## config.mk

```make
export PLATFORM = sky130hd
export DESIGN_NAME = alu_exec_seq
export DESIGN_NICKNAME = d
export VERILOG_FILES = /design/src/rtl/alu_exec_seq.sv
export SDC_FILE = /design/constraint.sdc
export NUM_CORES = 1
export LEC_CHECK = 0
export CORE_ASPECT_RATIO = 1.1
export CORE_MARGIN = 2
export CORE_UTILIZATION = 38
export CTS_BUF_LIST = sky130_fd_sc_hd__clkbuf_16
export DETAILED_ROUTE_END_ITERATION = 7
export GPL_ROUTABILITY_DRIVEN = 0
export PLACE_DENSITY = 0.84
export SLEW_MARGIN = 30
export SYNTH_ARGS = -nofsm -noshare
export SYNTH_HDL_FRONTEND = slang
export SYNTH_SLANG_ARGS = --single-unit
```

## constraint.sdc

```tcl
create_clock -name clk -period 1.48 [get_ports clk]
set_input_delay 0.148 -clock clk [delete_from_list [all_inputs] [get_ports clk]]
set_output_delay 0.148 -clock clk [all_outputs]
set_load 0.02 [all_outputs]
```

## src/rtl/alu_exec_seq.sv

```systemverilog
`default_nettype none
// ============================================================================
// Module   : alu_exec_seq
// Brief    : Parametrised ALU instruction sequencer. Walks one reg-reg or
//            reg-imm ALU instruction through operand fetch, execute, result
//            latch and optional write-back, with start/busy/done handshake.
// Revision : 1.0 - initial release
// ============================================================================
module alu_exec_seq #(
    parameter int               DATA_W  = 8,
    parameter int               RSEL_W  = 6,
    parameter int               OP_W    = 4,
    parameter logic [OP_W-2:0]  NOWB_OP = 3'b111
) (
    input  logic              clk,
    input  logic              rst,
    input  logic              start,
    input  logic [OP_W-1:0]   opcode,
    input  logic [RSEL_W-1:0] param1,
    input  logic [RSEL_W-1:0] param2,
    output logic              busy,
    output logic              done,
    output logic [RSEL_W-1:0] rsel,
    output logic              rx1out,
    output logic              rx2out,
    output logic              immEN,
    output logic [DATA_W-1:0] immBus,
    output logic              ALUin0,
    output logic              ALUin1,
    output logic [OP_W-2:0]   opControl,
    output logic              ALUoutlatch,
    output logic              ALUoutEN,
    output logic              rxin,
    output logic              pcInc
);

    localparam logic [3:0] c_IDLE     = 4'd0;
    localparam logic [3:0] c_FETCH_A  = 4'd1;
    localparam logic [3:0] c_LATCH_A  = 4'd2;
    localparam logic [3:0] c_FETCH_B  = 4'd3;
    localparam logic [3:0] c_LATCH_B  = 4'd4;
    localparam logic [3:0] c_EXEC     = 4'd5;
    localparam logic [3:0] c_RESULT   = 4'd6;
    localparam logic [3:0] c_WB_DRIVE = 4'd7;
    localparam logic [3:0] c_WB_WRITE = 4'd8;
    localparam logic [3:0] c_DONE     = 4'd9;

    logic [3:0]        r_state;
    logic [3:0]        w_next;
    logic [OP_W-1:0]   r_opcode;
    logic [RSEL_W-1:0] r_param1;
    logic [RSEL_W-1:0] r_param2;
    logic [OP_W-2:0]   w_op;
    logic              w_imm_mode;
    logic              w_nowb;
    logic [DATA_W-1:0] w_imm;

    assign w_op       = r_opcode[OP_W-1:1];
    assign w_imm_mode = r_opcode[0];
    assign w_nowb     = (w_op == NOWB_OP);

    // Immediate is zero-extended, or truncated when the select field is wider
    generate
        if (RSEL_W >= DATA_W) begin : g_imm_trunc
            assign w_imm = r_param2[DATA_W-1:0];
        end else begin : g_imm_zext
            assign w_imm = {{(DATA_W-RSEL_W){1'b0}}, r_param2};
        end
    endgenerate

    // Capture the instruction on acceptance so inputs may change afterwards
    always_ff @(posedge clk or posedge rst) begin
        if (rst) begin
            r_opcode <= '0;
            r_param1 <= '0;
            r_param2 <= '0;
        end else if (r_state == c_IDLE && start) begin
            r_opcode <= opcode;
            r_param1 <= param1;
            r_param2 <= param2;
        end
    end

    // State register
    always_ff @(posedge clk or posedge rst) begin
        if (rst) begin
            r_state <= c_IDLE;
        end else begin
            r_state <= w_next;
        end
    end

    // Next-state: fixed walk, compare-class ops skip the write-back pair
    always_comb begin
        w_next = r_state;
        case (r_state)
            c_IDLE:     w_next = start ? c_FETCH_A : c_IDLE;
            c_FETCH_A:  w_next = c_LATCH_A;
            c_LATCH_A:  w_next = c_FETCH_B;
            c_FETCH_B:  w_next = c_LATCH_B;
            c_LATCH_B:  w_next = c_EXEC;
            c_EXEC:     w_next = c_RESULT;
            c_RESULT:   w_next = w_nowb ? c_DONE : c_WB_DRIVE;
            c_WB_DRIVE: w_next = c_WB_WRITE;
            c_WB_WRITE: w_next = c_DONE;
            c_DONE:     w_next = c_IDLE;
            default:    w_next = c_IDLE;
        endcase
    end

    // Moore output decode; everything defaults low so nothing goes stale
    always_comb begin
        busy        = (r_state != c_IDLE);
        done        = 1'b0;
        rsel        = '0;
        rx1out      = 1'b0;
        rx2out      = 1'b0;
        immEN       = 1'b0;
        immBus      = '0;
        ALUin0      = 1'b0;
        ALUin1      = 1'b0;
        opControl   = '0;
        ALUoutlatch = 1'b0;
        ALUoutEN    = 1'b0;
        rxin        = 1'b0;
        pcInc       = 1'b0;
        case (r_state)
            c_FETCH_A: begin
                rx1out = 1'b1;
                rsel   = r_param1;
                pcInc  = 1'b1;
            end
            c_LATCH_A: begin
                rx1out = 1'b1;
                rsel   = r_param1;
                ALUin0 = 1'b1;
            end
            c_FETCH_B, c_LATCH_B: begin
                if (w_imm_mode) begin
                    immEN  = 1'b1;
                    immBus = w_imm;
                end else begin
                    rx2out = 1'b1;
                    rsel   = r_param2;
                end
                ALUin1 = (r_state == c_LATCH_B);
            end
            c_EXEC: begin
                opControl = w_op;
            end
            c_RESULT: begin
                opControl   = w_op;
                ALUoutlatch = 1'b1;
            end
            c_WB_DRIVE: begin
                opControl = w_op;
                ALUoutEN  = 1'b1;
                rsel      = r_param1;
            end
            c_WB_WRITE: begin
                opControl = w_op;
                ALUoutEN  = 1'b1;
                rxin      = 1'b1;
                rsel      = r_param1;
            end
            c_DONE: begin
                done = 1'b1;
            end
            default: begin
                busy = (r_state != c_IDLE);
            end
        endcase
    end

endmodule
`default_nettype wire

```

# Word-level counts from Yosys, hierarchy flattened
# Index checks and enable logic that the tools add are counted.
dict set report totals {
  out_inout_bits 28
  latchBits 0
  word_cells 42
  inputBits 19
  ram_bits 0
  mem_bits_ro 0
  regBits 20
  mem_count 0
}
dict set report classes {
  mux 20
  n_reduce_logical 8
  add_sub_neg 0
  n_lt_le_gt_ge 0
  shifts 0
  n_div 0
  n_mul 0
  n_eq_ne 10
  bitwise 0
}
# cell count
set ops {}
lappend ops {{$pmux 4 s9} 1}
lappend ops {{$mux 6} 3}
lappend ops {{$eq 4x3->1 const B} 4}
lappend ops {{$mux 1} 13}
lappend ops {{$pmux 6 s2} 1}
lappend ops {{$eq 4x2->1 const B} 2}
lappend ops {{$eq 4x4->1 const B} 2}
lappend ops {{$reduce_or 4->1} 2}
lappend ops {{$reduce_or 2->1} 3}
lappend ops {{$eq 4x1->1 const B} 1}
lappend ops {{$logic_not 4->1} 1}
lappend ops {{$mux 4} 1}
lappend ops {{$reduce_bool 4->1} 1}
lappend ops {{$eq 3x3->1 const B} 1}
lappend ops {{$mux 3} 1}
lappend ops {{$logic_and 1x1->1} 1}

# Logic depth before layout (Yosys ltp)
dict set report depth {
  word_depth 3
  mapped_depth 5
  mapped_depth_nobuf 3
}

# Worst setup path after synthesis
# OpenSTA, ideal clock, no wires.
dict set report synth_path {
  path_kind {reg2out}
  startpoint {register r_state[0]}
  endpoint {output rsel[0]}
  arrival_time_ns 1.616
  stages_incl_launch_ff 5
  required_ns 1.332
  n_path_buf 1
  setup_slack_ns -0.284
  cell_sequence {dfrtp_1 > buf_6 > or4b_4 > a21oi_4 > a22o_1}
}
dict set report synth_via {
  elab_chain_len 3
  elab_cells_between_ends 9
  classes_between {eq/ne (6); mux (1); reduce/logical (2)}
}
# element line
set synth_lines {}
lappend synth_lines {{from (decl)} 48} ;# logic [3:0] r_state;
lappend synth_lines {{from (signal assigned)} 87} ;# r_state <= c_IDLE;
lappend synth_lines {{from (signal assigned)} 89} ;# r_state <= w_next;
lappend synth_lines {{$eq 4x4->1 (tied with other cells)} 127} ;# case (r_state)
lappend synth_lines {{$reduce_or 4->1 (no line) / $reduce_or 2->1 (equally long branches)} --}
lappend synth_lines {{$pmux 6 s2 (*)} 127}
lappend synth_lines {{to (decl)} 23} ;# output logic [RSEL_W-1:0] rsel,
# Mark *: on every way between the ends. The rest lies on a longest branch, timed or not.

# Final worst setup path
dict set report layout_path {
  startpoint {register r_state[3]}
  endpoint {output immBus[0]}
}
dict set report layout_via {
  elab_chain_len 3
  elab_cells_between_ends 4
  classes_between {eq/ne (2); mux (1); reduce/logical (1)}
}
# element line
set layout_lines {}
lappend layout_lines {{$eq 4x3->1 / $eq 4x2->1 (equally long branches)} 127}
lappend layout_lines {{$reduce_or 2->1 (*)} --}
lappend layout_lines {{$mux 6 (*)} 127}
lappend layout_lines {{to (decl)} 27} ;# output logic [DATA_W-1:0] immBus,
# Marks and branches as above.

==> run_results.csv <==
group,metric,value,unit
outcome,outcome,"finished with violations",
outcome,violations,"negative setup slack",
sta,hold_viol,0,
synthesis,synth-seq-cells,20,
placement,placed_cells,183,
pwr,leakage,0.957,nW
die,core_area,2750,µm²
synthesis,yosysTopAreaCell,"dfrtp_1",
cells_and_area,nets,183,
clock_network,clkSinkCount,20,
synthesis,syn_avg_cell_area,11.7,µm²
grt,grt_pass1_vias,1096,
worst_setup_path,cpLargestDelayFamily,"simple AND/OR/NAND/NOR gates",
worst_setup_path,cp.required,1.33,ns
worst_setup_path,cp_slowest_stage_delay,0.60,ns
sta,rsz0062_at_grt,"yes",
clock_network,cts_tree,"built",
route,viasPerCell,5.40,
route,drtIter0Drc,11,
worst_setup_path,worstPathCellList,"or4bb_4, a21boi_4, and2_4, buf_6",
die,start_util,0.400,
flow_run,maxCapViolations,0,
cells_and_area,fin_util,0.762,
sta,clock_skew,0.00204,ns
die,die_w,55.4,µm
worst_setup_path,timing_worst_setup_path_type,"reg -> out",
min_path,holdCritPathClass,"in -> async",
die,io_pins,47,
pwr,power,0.00574,W
sta,worst_slack,-0.547,ns
grt,grt_pass1_wl,5.48,mm
grt,grt_start_max_net_pins,21,
synthesis,synth_top_area_share,0.454,
route,post-route-drc-count,0,
grt,overflow,0,
clock_network,path_clk_slew,0.06,ns
clock_network,clock_latency,0.25,ns
die,die_area,3350,µm²
sta,timing.final.crit_share,1.37,
clock_network,root_buffer,"clkbuf_16",
route,wirelength,3.67,mm
placement,pre_cts_ws,-0.780,ns
cells_and_area,stdcell_count,196,
cells_and_area,area_growth,90.4,%
route,drt_first_pass_iters,4,
clock_network,cts-buffers-inserted,3,
worst_setup_path,worstPathArrival,1.88,ns
worst_setup_path,worstSetupStartpointType,"register",
die,rows,20,
route,num_vias,1059,
worst_setup_path,cp_num_buf_inv,1,
sta,holdWs,0.223,ns
sta,slew_viol_final,0,
clock_network,htree_levels,1,
sta,fmax,493,MHz
placement,io_buffer_count,44,
synthesis,syn-cell-area,1100,µm²
route,detail_route.wl_per_cell,18.7,µm
route,final_antenna_net_count,0,
cells_and_area,drive_above_1_share,0.687,
synthesis,synth_cell_types,32,
clock_network,clock_path_buffers,2,
sta,fin_crit,2.03,ns
die,chipHeight,60.5,µm
synthesis,netlist_instances,94,
sta,setup_viol,42,
grt,antenna_found_initial,0,
cells_and_area,nFillCells,168,
worst_setup_path,cp_slowest_cell,"or4bb_4",
worst_setup_path,critPathCaptureType,"output pin",
synthesis,netlist_top_cells_area,"dfrtp_1 (45%), mux2_2 (16%), and2_1 (5.1%)",
grt,gr-usage-all-layers,0.218,
cells_and_area,n_antenna_cell,0,
placement,dpl.hpwl,2.21,mm
pwr,ir_drop,1910,µV
worst_setup_path,cp_max_fo,7,
synthesis,yosysWarnings,0,
synthesis,seq_area_frac_synth,0.454,
pwr,power_density,2740,nW/µm²
## worst paths after layout
kind | startpoint | to | slack, ns | depth (start not counted)
worst max-delay path | r_state[3]$_DFF_PP0_ | immBus[0] | -0.55 | 4
worst min-delay path | rst | r_param1[1]$_DFFE_PP0P_ | 0.22 | 3
worst max register to register | r_state[0]$_DFF_PP0_ | r_state[3]$_DFF_PP0_ | -0.10 | 6
worst min register to register | r_param1[2]$_DFFE_PP0P_ | r_param1[2]$_DFFE_PP0P_ | 0.54 | 1
max in group asynchronous | rst | r_state[0]$_DFF_PP0_ | 1.03 | 3
min in group clk | param2[5] | r_param2[5]$_DFFE_PP0P_ | 0.50 | 2
## cells in the mapped netlist
library cell,number
or2b_1,1
or4b_4,1
nand2_1,2
nand2b_1,2
nand3_2,1
nor4_1,1
xnor2_1,1
a21boi_4,1
nor3b_1,1
a21oi_1,2
or4bb_1,1
a311oi_1,1
and2_1,9
or2_2,1
or4b_1,1
dfrtp_1,20
nand4b_1,1
o21ai_0,1
a22o_1,6
buf_4,2
nor3_1,1
a21oi_4,1
buf_6,2
buf_2,3
o21a_1,1
mux2_2,16
a31o_2,1
conb_1,1
o211ai_2,1
a41o_1,2
nor2_1,6
inv_1,3
## layer usage
layer,up-vias,global-route usage,routed length (µm)
met5,-,0,0
met4,0,0.0801,86
met3,7,0.0299,122
met2,33,0.437,2040
met1,541,0.236,1420
li1,478,-,-
## layout make-up
cell class                      count  area [µm²]  area share
Clock buffer                        3        75.1      0.0358
Clock inverter                      1        3.75     0.00179
Inverter                            3        11.3     0.00537
Multi-Input combinational cell     65         737       0.351
Sequential cell                    20         503       0.240
Tap cell                           33        41.3      0.0197
Timing Repair Buffer               71         727       0.346
## tightest hold or removal path: stages
cell,delay [ns]
clkdlybuf4s50_1,0.40
inv_1,0.05
buf_4,0.26
## flip-flops by register name, indices dropped and copies added (netlist names)
name / count
r_param1: 6
r_state: 4
r_opcode: 4
r_param2: 6
## power breakdown
group | internal [W] | leakage (nW) | switching, W | total [W]
sequential | 0.000837 | 0.238 | 0.000328 | 0.00116
clock | 0.000360 | 0.0385 | 0.000208 | 0.000569
combinational | 0.00225 | 0.681 | 0.00176 | 0.00401
## metrics by stage
step           setup TNS (ns)  instance area (µm²)
6_report               -11.43                 2100
5_1_grt                -13.35                 2100
4_1_cts                 -9.85                 1980
3_5_place_dp           -16.43                 1760
3_3_place_gp           -14.80                 1760
2_1_floorplan           -2.83                 1180
## what timing repair did
item,CTS,global route
endpoints found under the setup margin,43,45
endpoints found under the hold margin,0,0
resized for setup,173,23
buffers inserted,6,4
hold buffers,0,0
pin swaps,15,13
## cell usage in the layout (no fill, tap or decap), drive strengths merged, types with 2 or more instances in the layout
cell           Yosys  layout
buf                7      53
dfrtp             20      20
clkdlybuf4s50      0      18
mux2              16      16
and2               9       9
a22o               6       6
nor2               6       6
clkbuf             0       3
inv                3       3
a21oi              3       3
or4b               2       2
a41o               2       2
conb               1       2
nand2b             2       2
nand2              2       2
## cell families (layout without fill, tap and decap cells)
group / after synthesis / in the layout / share of synthesized area
buffers and inverters: 10 / 78 / 0.0579
AND/OR/NAND/NOR: 29 / 29 / 0.168
AO/OA/AOI/OAI: 17 / 17 / 0.145
flip-flops: 20 / 20 / 0.454
multiplexers: 16 / 16 / 0.163
XOR/XNOR: 1 / 1 / 0.00795
other: 1 / 2 / 0.00340
(Power assumes the default switching activity.)
